--- src/rtl/bitty_sequencer.sv ---
// Multi-cycle instruction sequencer for the BittyPro datapath.
// Latches one instruction per handshake and steps it through LOAD_S, LOAD_C and WRITE.
module bitty_sequencer #(
    parameter int NREG  = 8,
    parameter int CNT_W = 16
) (
    input  logic             clk,
    input  logic             reset_n,
    input  logic [15:0]      inst,
    input  logic             inst_valid,
    output logic             inst_ready,
    output logic [2:0]       mux_sel,
    output logic [3:0]       sel,
    output logic             mode,
    output logic             en_s,
    output logic             en_c,
    output logic [NREG-1:0]  en_i,
    output logic             done,
    output logic             busy,
    output logic [CNT_W-1:0] retired
);

    typedef enum logic [1:0] {
        ST_IDLE   = 2'd0,
        ST_LOAD_S = 2'd1,
        ST_LOAD_C = 2'd2,
        ST_WRITE  = 2'd3
    } state_t;

    state_t           r_state;
    state_t           w_state_nxt;
    logic [15:0]      r_inst_q;
    logic [CNT_W-1:0] r_retired;
    logic             w_accept;
    logic             w_unused_bits;

    // WRITE also accepts, so a held-valid stream overlaps retire with the next load.
    assign inst_ready    = (r_state == ST_IDLE) || (r_state == ST_WRITE);
    assign w_accept      = inst_valid && inst_ready;
    assign busy          = (r_state != ST_IDLE);
    assign retired       = r_retired;
    assign w_unused_bits = ^{r_inst_q[9:6], r_inst_q[0]};

    always_ff @(posedge clk or negedge reset_n) begin
        if (!reset_n) begin
            r_state   <= ST_IDLE;
            r_inst_q  <= '0;
            r_retired <= '0;
        end else begin
            r_state <= w_state_nxt;
            if (w_accept) begin
                r_inst_q <= inst;
            end
            if (r_state == ST_WRITE) begin
                r_retired <= r_retired + CNT_W'(1);
            end
        end
    end

    always_comb begin
        w_state_nxt = r_state;
        mux_sel     = 3'd0;
        sel         = 4'd0;
        mode        = 1'b0;
        en_s        = 1'b0;
        en_c        = 1'b0;
        en_i        = '0;
        done        = 1'b0;
        case (r_state)
            ST_IDLE: begin
                if (w_accept) begin
                    w_state_nxt = ST_LOAD_S;
                end
            end
            ST_LOAD_S: begin
                mux_sel     = r_inst_q[15:13];
                en_s        = 1'b1;
                w_state_nxt = ST_LOAD_C;
            end
            ST_LOAD_C: begin
                mux_sel     = r_inst_q[12:10];
                sel         = r_inst_q[5:2];
                mode        = r_inst_q[1];
                en_c        = 1'b1;
                w_state_nxt = ST_WRITE;
            end
            ST_WRITE: begin
                en_i        = NREG'(1) << r_inst_q[15:13];
                done        = 1'b1;
                w_state_nxt = w_accept ? ST_LOAD_S : ST_IDLE;
            end
            default: begin
                w_state_nxt = ST_IDLE;
            end
        endcase
    end

endmodule
--- config.mk ---
export PLATFORM = sky130hd
export DESIGN_NAME = bitty_sequencer
export DESIGN_NICKNAME = d
export VERILOG_FILES = /design/src/rtl/bitty_sequencer.sv
export SDC_FILE = /design/constraint.sdc
export NUM_CORES = 1
export LEC_CHECK = 0
export BUFFER_PORTS_ARGS = -buffer_cell sky130_fd_sc_hd__buf_2
export CORE_MARGIN = 4
export CORE_UTILIZATION = 40
export CTS_CLUSTER_SIZE = 40
export DETAILED_ROUTE_END_ITERATION = 16
export PLACE_DENSITY = 0.68
export SYNTH_ARGS = -nofsm -noshare
export SYNTH_HDL_FRONTEND = slang
export SYNTH_SLANG_ARGS = --single-unit
export TNS_END_PERCENT = 20
--- constraint.sdc ---
create_clock -name clk -period 3.3 [get_ports clk]
set_clock_uncertainty 0.1 [all_clocks]
set_input_delay 0.495 -clock clk [delete_from_list [all_inputs] [get_ports clk]]
set_output_delay 0.495 -clock clk [all_outputs]
set_load 0.05 [all_outputs]
### Word-level counts from Yosys, hierarchy flattened

Index checks and enable logic that the tools add are counted.

| operators by class | value |
|---|---|
| equality and inequality tests | 4 |
| reductions and logical operators | 4 |
| shift operators | 1 |
| add/sub/neg operators | 1 |
| muxes and demuxes | 10 |

Operators by type and width:

| kind | number |
|---|---|
| $add A16 B1 Y16 const B | 1 |
| $mux W8 | 1 |
| $pmux W2 S4 | 1 |
| $shl A1 B3 Y8 const A | 1 |
| $pmux W3 S2 | 1 |
| $mux W1 | 5 |
| $eq A2 B2 Y1 const B | 2 |
| $mux W4 | 1 |
| $eq A2 B1 Y1 const B | 1 |
| $logic_not A2 Y1 | 1 |
| $mux W2 | 1 |
| $ne A2 B2 Y1 const B | 1 |
| $reduce_bool A2 Y1 | 1 |
| $logic_and A1 B1 Y1 | 1 |
| $logic_or A1 B1 Y1 | 1 |

| storage, ports and cells | value |
|---|---|
| word-level logic and storage cells | 23 |
| register bits after elaboration | 34 |
| output and inout bits | 37 |

### Depth between registers and ports, before layout

| logic depth | value |
|---|---|
| depth after elaboration | 5 |
| mapped depth | 6 |
| depth with buffers taken out | 5 |

### Worst setup path before layout

OpenSTA, ideal clock, no wires.

| timing | value |
|---|---|
| path type | flip-flop to output port |
| start point | register r_state[1] |
| end point | output port en_i[0] |
| path slack | 0.449 ns |
| data arrival time | 2.256 ns |
| cell stages (with the launch flop) | 5 |
| required time | 2.705 ns |
| buffers on the path | 1 |
| path through | dfrtp_1 ha_1 buf_6 nand2b_1 nor3_1 |

| between the ends | value |
|---|---|
| cells in the longest elaborated chain, start to end | 2 |

RTL lines:

| what | RTL line | source |
|---|---|---|
| start: declaration | 30 | `state_t r_state;` |
| start signal: assignment | 50 | `r_state <= w_state_nxt;` |
| $eq A2 B2 Y1 | 69 | `case (r_state)` |
| $mux W8 | 69 |  |
| end: declaration | 17 | `output logic [NREG-1:0] en_i,` |

No other way between the ends.

### Worst setup path after layout

Ends and elaborated chain as after synthesis.

==> out/results.ini <==
[global_route]
grt-ovfl-total = 0
grt_pass1_vias = 1164
antenna_found_initial = 0
track_usage_pct = 15.10
grt_pass1_wl_um = 5161
grt_start_max_net_pins = 30

[placed_design]
numPortBuffers = 50
dp.cells = 221
dp_hpwl_um = 2452
gp_congestion = 0.7505

[sta]
setup_tns_ns = 0
period_share_pct = 75.71
slew_violations = 0
min_period_ns = 2.499
worstMarginPinSlew_ns = 0.6225
setup_violations = 0
rsz0062_at_grt = false
slew_headroom_pct = 58.50
hold_viol = 0
fmax_mhz = 400.2

[final_layout]
layoutNonFillerInstCount = 229
final_nets = 208
syn_to_final_growth_pct = 25.74
antenna_cells = 0
drive_gt1_share_pct = 39.34
final_util_pct = 53.19

[clocking]
cts_root_buf = clkbuf_4
clk_path_buf_depth = 2
cts_sinks = 29
cts_htree_levels = 2
cts-buffers-inserted = 5
clk_pin_slew_ns = 0.09
postCtsHoldBufs = 0
cts_tree = done
clk-insertion-delay-late_ns = 0.32
cts_setup_buffers = 0
cts_resized = 0

[worst_setup_path]
timing.rr.start = r_state[1]$_DFFE_PN0P_
path_max_fanout = 11
criticalPathCategory = register to output port
crit_start = r_state[1]$_DFFE_PN0P_
endpoint_kind = output port
cp.required_ns = 2.70
startpoint_type = register
r2r_end = retired[14]$_DFFE_PN0N_
critPathCapture = en_i[0]
rr_worst_depth = 4
r2r_setup_slack_ns = 1.35
arrival_ns = 1.90

[die]
ios = 56
start_util_pct = 42.30
coreArea_um2 = 3390
die_y_um = 67.87
die_area_um2 = 4606
die_x_um = 67.87
rows = 21

[logic_synthesis]
synth_area_per_cell_um2 = 11.38
syn-num-nets = 152
ys_ff_latch = 29
netlist_area_um2 = 1434
ys_seq_area_share_pct = 50.61
yosysUniqueCellTypes = 23
yosysWarningCount = 0
netlist_instances = 126

[routing]
wirelength_um = 3134
drc_errors = 0
routedWlPerCell_um = 13.69
viasPerCell = 4.965
ant_nets = 0
dr.pass1.iters = 4
drtIter0Drc = 21
vias = 1137

[power]
max-vdd-ir-drop_mv = 0.4675
power_mw = 1.960
cellLeakagePower_nw = 0.9522
p_per_area_nw_per_um2 = 1087

[hold_path]
hold_class = input port to asynchronous set/reset pin

[status]
status = finished, final reports clean

[run]
max_cap_violations = 0

[how the worst min path moves through the flow]
stage | from | end | slack, ns | cells past startpoint
after global placement | retired[15]$_DFFE_PN0N_ | retired[15]$_DFFE_PN0N_ | 0.35 | 1
after CTS | reset_n | retired[3]$_DFFE_PN0N_ | 0.09 | 1
final | reset_n | retired[1]$_DFFE_PN0N_ | 0.08 | 1
after detailed placement | retired[15]$_DFFE_PN0N_ | retired[15]$_DFFE_PN0N_ | 0.36 | 1
after global routing | reset_n | retired[4]$_DFFE_PN0N_ | 0.11 | 1
after floorplan | reset_n | r_inst_q[10]$_DFFE_PN0P_ | 0.1 | 0
[worst max-delay path, stage by stage (launching register included)]
cell	delay, ns
dfrtp_1	0.44
ha_1	0.48
nand2b_1	0.20
nor3_1	0.17
buf_2	0.29
[registers in the layout, summed over array words and instances (netlist names)]
name / cells
r_inst_q: 11
r_state: 2
retired: 16
[per-layer routing]
layer | up-vias | GRT usage [%] | part of all wire (%)
met2 | 26 | 26.12 | 53
met4 | 0 | 6.948 | 1.3
met3 | 4 | 5.090 | 5.0
met5 | - | 0 | 0
li1 | 552 | - | -
met1 | 555 | 16.67 | 41
[cell usage in the layout (no fill, tap or decap)]
cell	n
ha_1	7
clkinv_2	1
clkbuf_4	5
nor2_1	12
buf_4	1
buf_2	50
o21ai_0	1
nor4_1	5
a22oi_1	4
dfrtp_1	29
nor2b_1	1
nand4_4	1
a211oi_1	1
and2_1	5
nor3_1	4
a21boi_0	1
nand4_1	8
xor2_1	11
clkbuf_8	2
nand2b_1	4
o22ai_1	1
and3_1	1
nand2_1	8
xnor2_1	4
mux2_2	12
inv_1	4
[metrics by stage]
stage | hold WS (ns) | worst slack (ns) | cell area, µm²
2_1_floorplan | 0.09941 | 0.4487 | 1434
4_1_cts | 0.09199 | 0.7773 | 1803
5_1_grt | 0.1098 | 0.5794 | 1803
3_5_place_dp | 0.3625 | 1.152 | 1733
6_report | 0.08078 | 0.8014 | 1803
3_3_place_gp | 0.3527 | 1.228 | 1733
[synth_stat cells (all sizes together)]
cell type   n  area (µm²)
inv         4       15.01
nor2       12       45.04
ha          7       87.58
and3        1       6.260
xnor2       4       35.03
nand4       9       71.32
a211oi      1       7.510
o22ai       1       6.260
nand2b      4       25.02
and2        5       31.28
nor4        5       31.28
nor3        4       20.02
a21boi      1       7.510
nor2b       1       6.260
buf         2       16.26
o21ai       1       5.000
dfrtp      29       725.7
a22oi       4       30.03
nand2       8       30.03
xor2       11       96.34
mux2       12       135.1
[final cells by class]
type,count,area [µm²]
clock buffers,7,65.06
clock inverters,1,5.005
fillers,315,1587
inverters,4,15.01
multi-input cells,91,676.9
flip-flops and latches,29,725.7
well taps,46,57.56
repair buffers,51,257.7
[kinds of logic after synthesis]
group	share of synthesized area (%)
compound gates	3.927
xor+xnor	9.162
fa+ha+maj	6.108
buf+inv	2.181
flops	50.61
mux	9.424
simple gates	18.59
[report_power, final]
group / internal, mW / switching, mW / total (mW)
Sequential: 0.478 / 0.128 / 0.606
Clock: 0.123 / 0.120 / 0.243
Combinational: 0.332 / 0.778 / 1.11
Total: 0.933 / 1.03 / 1.96
(Power assumes the default switching activity.)
